==> config.mk <==
export PLATFORM = sky130hd
export DESIGN_NAME = adder_rr_arbiter
export DESIGN_NICKNAME = d
export VERILOG_FILES = /design/src/rtl/adder_rr_arbiter.sv
export SDC_FILE = /design/constraint.sdc
export NUM_CORES = 1
export LEC_CHECK = 0
export CAP_MARGIN = 20
export CELL_PAD_IN_SITES_DETAIL_PLACEMENT = 2
export CELL_PAD_IN_SITES_GLOBAL_PLACEMENT = 2
export CORE_ASPECT_RATIO = 0.9
export CORE_MARGIN = 3
export CORE_UTILIZATION = 19
export CTS_BUF_LIST = sky130_fd_sc_hd__clkbuf_4 sky130_fd_sc_hd__clkbuf_8
export DETAILED_ROUTE_END_ITERATION = 12
export PLACE_DENSITY_LB_ADDON = 0.12
export REMOVE_ABC_BUFFERS = 1
export SLEW_MARGIN = 20
export SYNTH_ARGS = -nofsm -noshare
export SYNTH_HDL_FRONTEND = slang
export SYNTH_SLANG_ARGS = --single-unit
export TNS_END_PERCENT = 50
==> constraint.sdc <==
create_clock -name clk -period 2.05 [get_ports clk]
set_input_delay 0.3075 -clock clk [delete_from_list [all_inputs] [get_ports clk]]
set_output_delay 0.3075 -clock clk [all_outputs]
set_load 0.005 [all_outputs]
==> src/rtl/adder_rr_arbiter.sv <==
// Round-robin sequencer sharing one external combinational adder among NREQ requesters.
// Optional per-requester grant counters enabled by defining ADDER_ARB_STATS_EN.
module adder_rr_arbiter #(
  parameter int N    = 16,
  parameter int NREQ = 4,
  localparam int IDW = $clog2(NREQ)
) (
  input  logic              clk,
  input  logic              rst_n,
  input  logic [NREQ-1:0]   req_valid,
  output logic [NREQ-1:0]   req_ready,
  input  logic [NREQ*N-1:0] req_a,
  input  logic [NREQ*N-1:0] req_b,
  output logic [N-1:0]      add_a,
  output logic [N-1:0]      add_b,
  input  logic [N-1:0]      add_sum,
  input  logic              add_cout,
  output logic              rsp_valid,
  input  logic              rsp_ready,
  output logic [IDW-1:0]    rsp_id,
  output logic [N-1:0]      rsp_sum,
  output logic              rsp_cout
`ifdef ADDER_ARB_STATS_EN
  ,
  output logic [NREQ*8-1:0] grant_cnt
`endif
);

  localparam logic [1:0] IDLE = 2'd0;
  localparam logic [1:0] EXEC = 2'd1;
  localparam logic [1:0] RESP = 2'd2;

  logic [1:0]     state;
  logic [IDW-1:0] rr_ptr;
  logic [IDW-1:0] cur_id;
  logic [IDW-1:0] grant_id;
  logic [IDW-1:0] idx;
  logic           grant_found;
  logic [N-1:0]   op_a;
  logic [N-1:0]   op_b;
  logic [N-1:0]   sel_a;
  logic [N-1:0]   sel_b;

  // Search starts at rr_ptr; IDW-bit addition wraps modulo NREQ since NREQ is a power of 2.
  always_comb begin
    grant_found = 1'b0;
    grant_id    = '0;
    idx         = '0;
    for (int unsigned k = 0; k < NREQ; k++) begin
      idx = rr_ptr + IDW'(k);
      if (!grant_found && req_valid[idx]) begin
        grant_found = 1'b1;
        grant_id    = idx;
      end
    end
  end

  always_comb begin
    sel_a = '0;
    sel_b = '0;
    for (int unsigned i = 0; i < NREQ; i++) begin
      if (grant_id == IDW'(i)) begin
        sel_a = req_a[i*N +: N];
        sel_b = req_b[i*N +: N];
      end
    end
  end

  always_comb begin
    req_ready = '0;
    if (rst_n && (state == IDLE) && grant_found)
      req_ready[grant_id] = 1'b1;
  end

  assign add_a = op_a;
  assign add_b = op_b;

  always_ff @(posedge clk) begin
    if (!rst_n) begin
      state     <= IDLE;
      rr_ptr    <= '0;
      cur_id    <= '0;
      op_a      <= '0;
      op_b      <= '0;
      rsp_valid <= 1'b0;
      rsp_id    <= '0;
      rsp_sum   <= '0;
      rsp_cout  <= 1'b0;
    end else begin
      case (state)
        IDLE: begin
          if (grant_found) begin
            op_a   <= sel_a;
            op_b   <= sel_b;
            cur_id <= grant_id;
            state  <= EXEC;
          end
        end
        EXEC: begin
          rsp_sum   <= add_sum;
          rsp_cout  <= add_cout;
          rsp_id    <= cur_id;
          rsp_valid <= 1'b1;
          state     <= RESP;
        end
        RESP: begin
          if (rsp_ready) begin
            rsp_valid <= 1'b0;
            rr_ptr    <= rsp_id + 1'b1;
            state     <= IDLE;
          end
        end
        default: state <= IDLE;
      endcase
    end
  end

`ifdef ADDER_ARB_STATS_EN
  for (genvar g = 0; g < NREQ; g++) begin : g_cnt
    logic [7:0] cnt;
    always_ff @(posedge clk) begin
      if (!rst_n)
        cnt <= '0;
      else if ((state == IDLE) && grant_found && (grant_id == IDW'(g)) && (cnt != 8'hFF))
        cnt <= cnt + 8'd1;
    end
    assign grant_cnt[g*8 +: 8] = cnt;
  end
`endif

endmodule

# Word-level counts from Yosys, hierarchy flattened
# Cells that the tools add are included.
# word_totals
ff_bits	58
input_bits	152
output_inout_bits	56
wordCells	74
# op_classes
n_addsub	4
order_cmp	6
n_eq_ne	7
mux	32
n_reduce_logical	16
# op_table
cell	count
2-to-1 mux 16 bit	8
less-than comparator 2 x 3 -> 1 bit (second input constant)	5
2-to-1 mux 2 bit	6
2-to-1 mux 1 bit	10
binary-select mux 1 bit (select 2 bit)	4
AND reduction 2 bit	4
== test 2 bit (second input constant)	3
logical AND 1 bit	6
one-hot mux 2 bit (3 select lines)	1
adder 2 x 1 -> 2 bit (second input constant)	2
adder 2 bit (second input constant)	2
== test 2 x 1 -> 1 bit (second input constant)	2
zero test 2 bit	2
2-to-1 mux 4 bit	1
inequality test 2 bit (second input constant)	2
zero test 1 bit	3
demux 1 bit (select 2 bit)	1
greater-or-equal comparator 2 x 1 -> 1 bit (second input constant)	1
one-hot mux 1 bit (2 select lines)	1
nonzero test 2 bit	1

# Depth between registers and ports, before layout
# logic_depth
ltp_word	17
ltp_mapped	7
depth_no_buf	5

# Least setup slack after synthesis
# OpenSTA, ideal clock, no wires.
# synth_timing
path_kind	register -> output
from	reg rr_ptr[1]
to	out req_ready[0]
arrival_time_ns	1.392
required_ns	1.742
path_slack_ns	0.350
path_stages_with_launch	7
n_path_buf	3
path_cell_list	dfxtp_1 > or3b_1 > buf_2 > and2_4 > buf_12 > buf_12 > nor2_1
# synth_via
elab_chain_len	17
word_cells_on_any_way	32
classes_between	add/sub (3); order compare (2); mux (19); reduce/logical (8)
# synth_rtl
element	line	source
start, declared	34	logic [IDW-1:0] rr_ptr;
start signal, assigned	109	rr_ptr <= rsp_id + 1'b1;
branches (longest 16 deep; another with less-than comparator 2 x 3 -> 1 bit)	-	
2-to-1 mux 4 bit *	71	if (rst_n && (state == IDLE) && grant_found)
end, declared	11	output logic [NREQ-1:0] req_ready,
# Mark *: on every way between the ends. The select of a mux whose other input is x is not followed.

# Final worst setup path
# layout_timing
from	in req_valid[3]
to	out req_ready[1]
# layout_via
elab_chain_len	17
word_cells_on_any_way	29
classes_between	order compare (2); mux (19); reduce/logical (8)
# layout_rtl
element	line	source
start, declared	10	input logic [NREQ-1:0] req_valid,
binary-select mux 1 bit (select 2 bit)	51	if (!grant_found && req_valid[idx]) begin
2-to-1 mux 1 bit (implied by the code)	51	
2-to-1 mux 1 bit	51	
zero test 1 bit	51	
logical AND 1 bit	51	
2-to-1 mux 1 bit	51	
zero test 1 bit	51	
logical AND 1 bit	51	
2-to-1 mux 1 bit	51	
zero test 1 bit	51	
logical AND 1 bit	51	
2-to-1 mux 2 bit	51	
less-than comparator 2 x 3 -> 1 bit (implied by the code) or greater-or-equal comparator 2 x 1 -> 1 bit (tied branches)	72	req_ready[grant_id] = 1'b1;
logical AND 1 bit (implied by the code)	72	
2-to-1 mux 1 bit (implied by the code)	72	
demux 1 bit (select 2 bit)	72	
2-to-1 mux 4 bit *	71	
# Every way passes the cells marked *; elsewhere a longest branch is shown, timed or not. The select of a mux whose other input is x is not followed.

==> run metrics <==
multi-input logic area 0.001843 mm2; critical path arrival 1680 ps; Setup Skew between 10 and 15 ps; final setup fails 0; Die Span X 142.6 um; minimum clock period 1988 ps; P&R area growth vs syn 77.68%; crit path capture type output port; fraction of layout cells with a size suffix above 1 9.184%; DR WL/cell 18.47 um; Longest Clk Path Bufs 2; DRT iter0 DRCs 95; largest fanout on the critical path 4; Final Hold Vio Count 0; sequential share of the synthesized area 36.41%; post-synthesis async set-or-reset flop share 0%; Total GRT Usage 15.57%; static leakage 2.155 nW; Finished Cell Area roughly 0.0057 mm2; Vias ~3600; Critical path origin req_valid[3]; Starting Density 19.57%; top cell type's share of synthesized area between 30% and 40%; final net count about 740; number of max-cap violations 0; total CTS buffers 9; Post-CTS Hold Buffers 0; io pins 208; PortBufs between 200 and 250; area of the mapped netlist ~0.0032 mm2; CP delay by family, top simple AND/OR/NAND/NOR gates; CTS tree done; post-layout util between 30% and 40%; hold_sp rsp_sum[4]$_SDFFE_PN0P_; Worst EP required 1740 ps; largest net degree at the start of global routing 63; Overall Power 0.003422 W; Final HPWL DP about 11000 um; final cell count without fillers 795; critical-path cell list dlygate4sd2_1 > or4_4 > and3_4 > nand2_2 > nor2_1 > dlygate4sd2_1; Via-to-Cell Ratio ~4.5; sequential cell area 0.001165 mm2; critical path's slowest cell or4_4; achievable frequency between 500 and 600 MHz; core area about 0.016 mm2; Synth Flop Type dfxtp_1; crit path kind in -> out; antenna-violating nets left 0; Antenna Cells 0; first-pass GRT wire length 21930 um; type of origin of the critical path primary input; Slew HR ~68%; pwr dens 603.8 mW/mm2; CTS sink cnt between 50 and 60; worst r2r src rr_ptr[1]$_SDFFE_PN0P_; Fillers 1834; RSZ-0062 raised after global routing yes; synthesized flop and latch total 58; Die H 128.9 um; final WL 14680 um; Yosys top cell by area dfxtp_1; placed cell count 778; Pre-Repair DR Iteration Count 4; synth unique cells 33; Remaining DRCs 0; top cells by area, synth dfxtp_1 36%, a21boi_0 12%, mux2i_1 11%; Avg Cell Area, Syn around 8.4 um2; Worst VDD drop 205.6 uV; Post-Synthesis Cells 379; fin. max-slew vios 0; total grt overflow 0; number of buffers and inverters on the critical path 2; Final Cycle Share a little over nine tenths; Clock transition at path regs 60 ps; last weighted congestion value of the routability-driven placer 0.6757; Worst path max stage delay roughly 520 ps; placed instance area 0.005464 mm2; antenna violations before repair 3; H-tree Lvls 3; status finished, final reports clean; worst min path class reg -> reg; clock latency on the worst-skew pair 350 ps; Clock Root Buffer clkbuf_8; die area 0.01838 mm2; Post-synth EDFFs 0; vias in the first global route between 4000 and 5000; critical path's most frequent cell dlygate4sd2_1; setup tns final 0 ps; Worst-Margin Slew approximately 470 ps; Ys Warns 0; row count 44
metal layers:
layer	up-vias	part of all wire, %	wire length, um	GRT usage (%)
li1	1756	-	-	-
met1	1662	41	5986	16.81
met2	133	48	6999	27.10
met3	19	9.9	1455	7.209
met4	6	1.4	208	5.031
met5	-	0.20	30	0
synth_stat cells (all sizes together) (2+ instances only):
master / count
buf: 10
o211ai: 31
dfxtp: 58
nand2b: 2
mux2i: 34
clkbuf: 23
a21boi: 52
and2: 4
o211a: 2
inv: 2
o21a: 2
nor2: 5
nand2: 77
a21oi: 2
and3: 32
o21ai: 33
where the power goes:
part	switching [W]	internal [W]	leakage (nW)
sequential	0.0000689	0.00125	0.478
combinational	0.000442	0.000665	1.58
clock	0.000485	0.000507	0.0974
worst min-delay path, delay by kind of cell (launching register included):
| kind | cells | cell delay [ps] |
|---|---|---|
| AO/OA/AOI/OAI | 1 | 60 |
| AND/OR/NAND/NOR | 1 | 50 |
| flip-flops | 1 | 310 |
layout make-up:
cell class	count	share of cell area (%)
Timing Repair Buffer	226	39.13
Multi-Input combinational cell	286	32.52
Tap cell	207	4.571
Clock buffer	13	2.826
Clock inverter	3	0.2650
Inverter	2	0.1325
Sequential cell	58	20.56
timing repair:
item,in CTS,in global routing
setup buffers,1,0
endpoints found under the setup margin,31,32
endpoints found under the hold margin,0,0
gates resized for setup,23,6
pin swaps,0,0
placed cells by master, fill, tap and decap left out, drive strengths merged, types with 2 or more instances in the layout:
cell type      Yosys  final
nor2               5      5
clkdlybuf4s15      0      2
a21boi            52     52
dlygate4sd2        0      3
clkdlybuf4s50      0    199
nand2b             2      2
buf               10     20
o21a               2      2
o211ai            31     31
clkinv             0      3
nand2             77     77
o211a              2      2
inv                2      2
mux2i             34     34
a21oi              2      2
and3              32     32
dfxtp             58     58
clkbuf            23     15
and2               4      4
o21ai             33     33
cells by family (layout without fill, tap and decap cells):
logic type | after synthesis | count (layout) | share of synthesized area, %
AOI/OAI and AO/OA | 126 | 126 | 27.27
and+or+nand+nor | 125 | 125 | 18.75
DFF | 58 | 58 | 36.41
buffers and inverters | 35 | 244 | 6.630
muxes | 34 | 34 | 10.67
xor gates and xnor gates | 1 | 1 | 0.2747
metrics by stage:
step           hold slack (ps)  worst slack, ps
6_report                 463.2            61.65
5_1_grt                  492.0           -6.319
3_5_place_dp             460.9           -550.1
4_1_cts                  470.9            30.53
3_3_place_gp             451.2           -490.9
2_1_floorplan            425.2           -242.2
registers in the layout (all words and copies together), names as in the netlist:
| signal | count |
|---|---|
| rsp_valid | 1 |
| rsp_cout | 1 |
| add_a | 16 |
| rr_ptr | 2 |
| add_b | 16 |
| rsp_id | 2 |
| state | 2 |
| rsp_sum | 16 |
| cur_id | 2 |
final timing paths:
path / slack, ps / depth (start not counted) / to
hold / removal: 460 / 2 / rsp_sum[4]$_SDFFE_PN0P_
setup reg to reg: 160 / 6 / add_b[8]$_SDFFE_PN0P_
setup / recovery: 60 / 6 / req_ready[1]
hold reg to reg: 460 / 2 / rsp_sum[4]$_SDFFE_PN0P_
No activity file was read; power rests on OpenSTA's default activity.
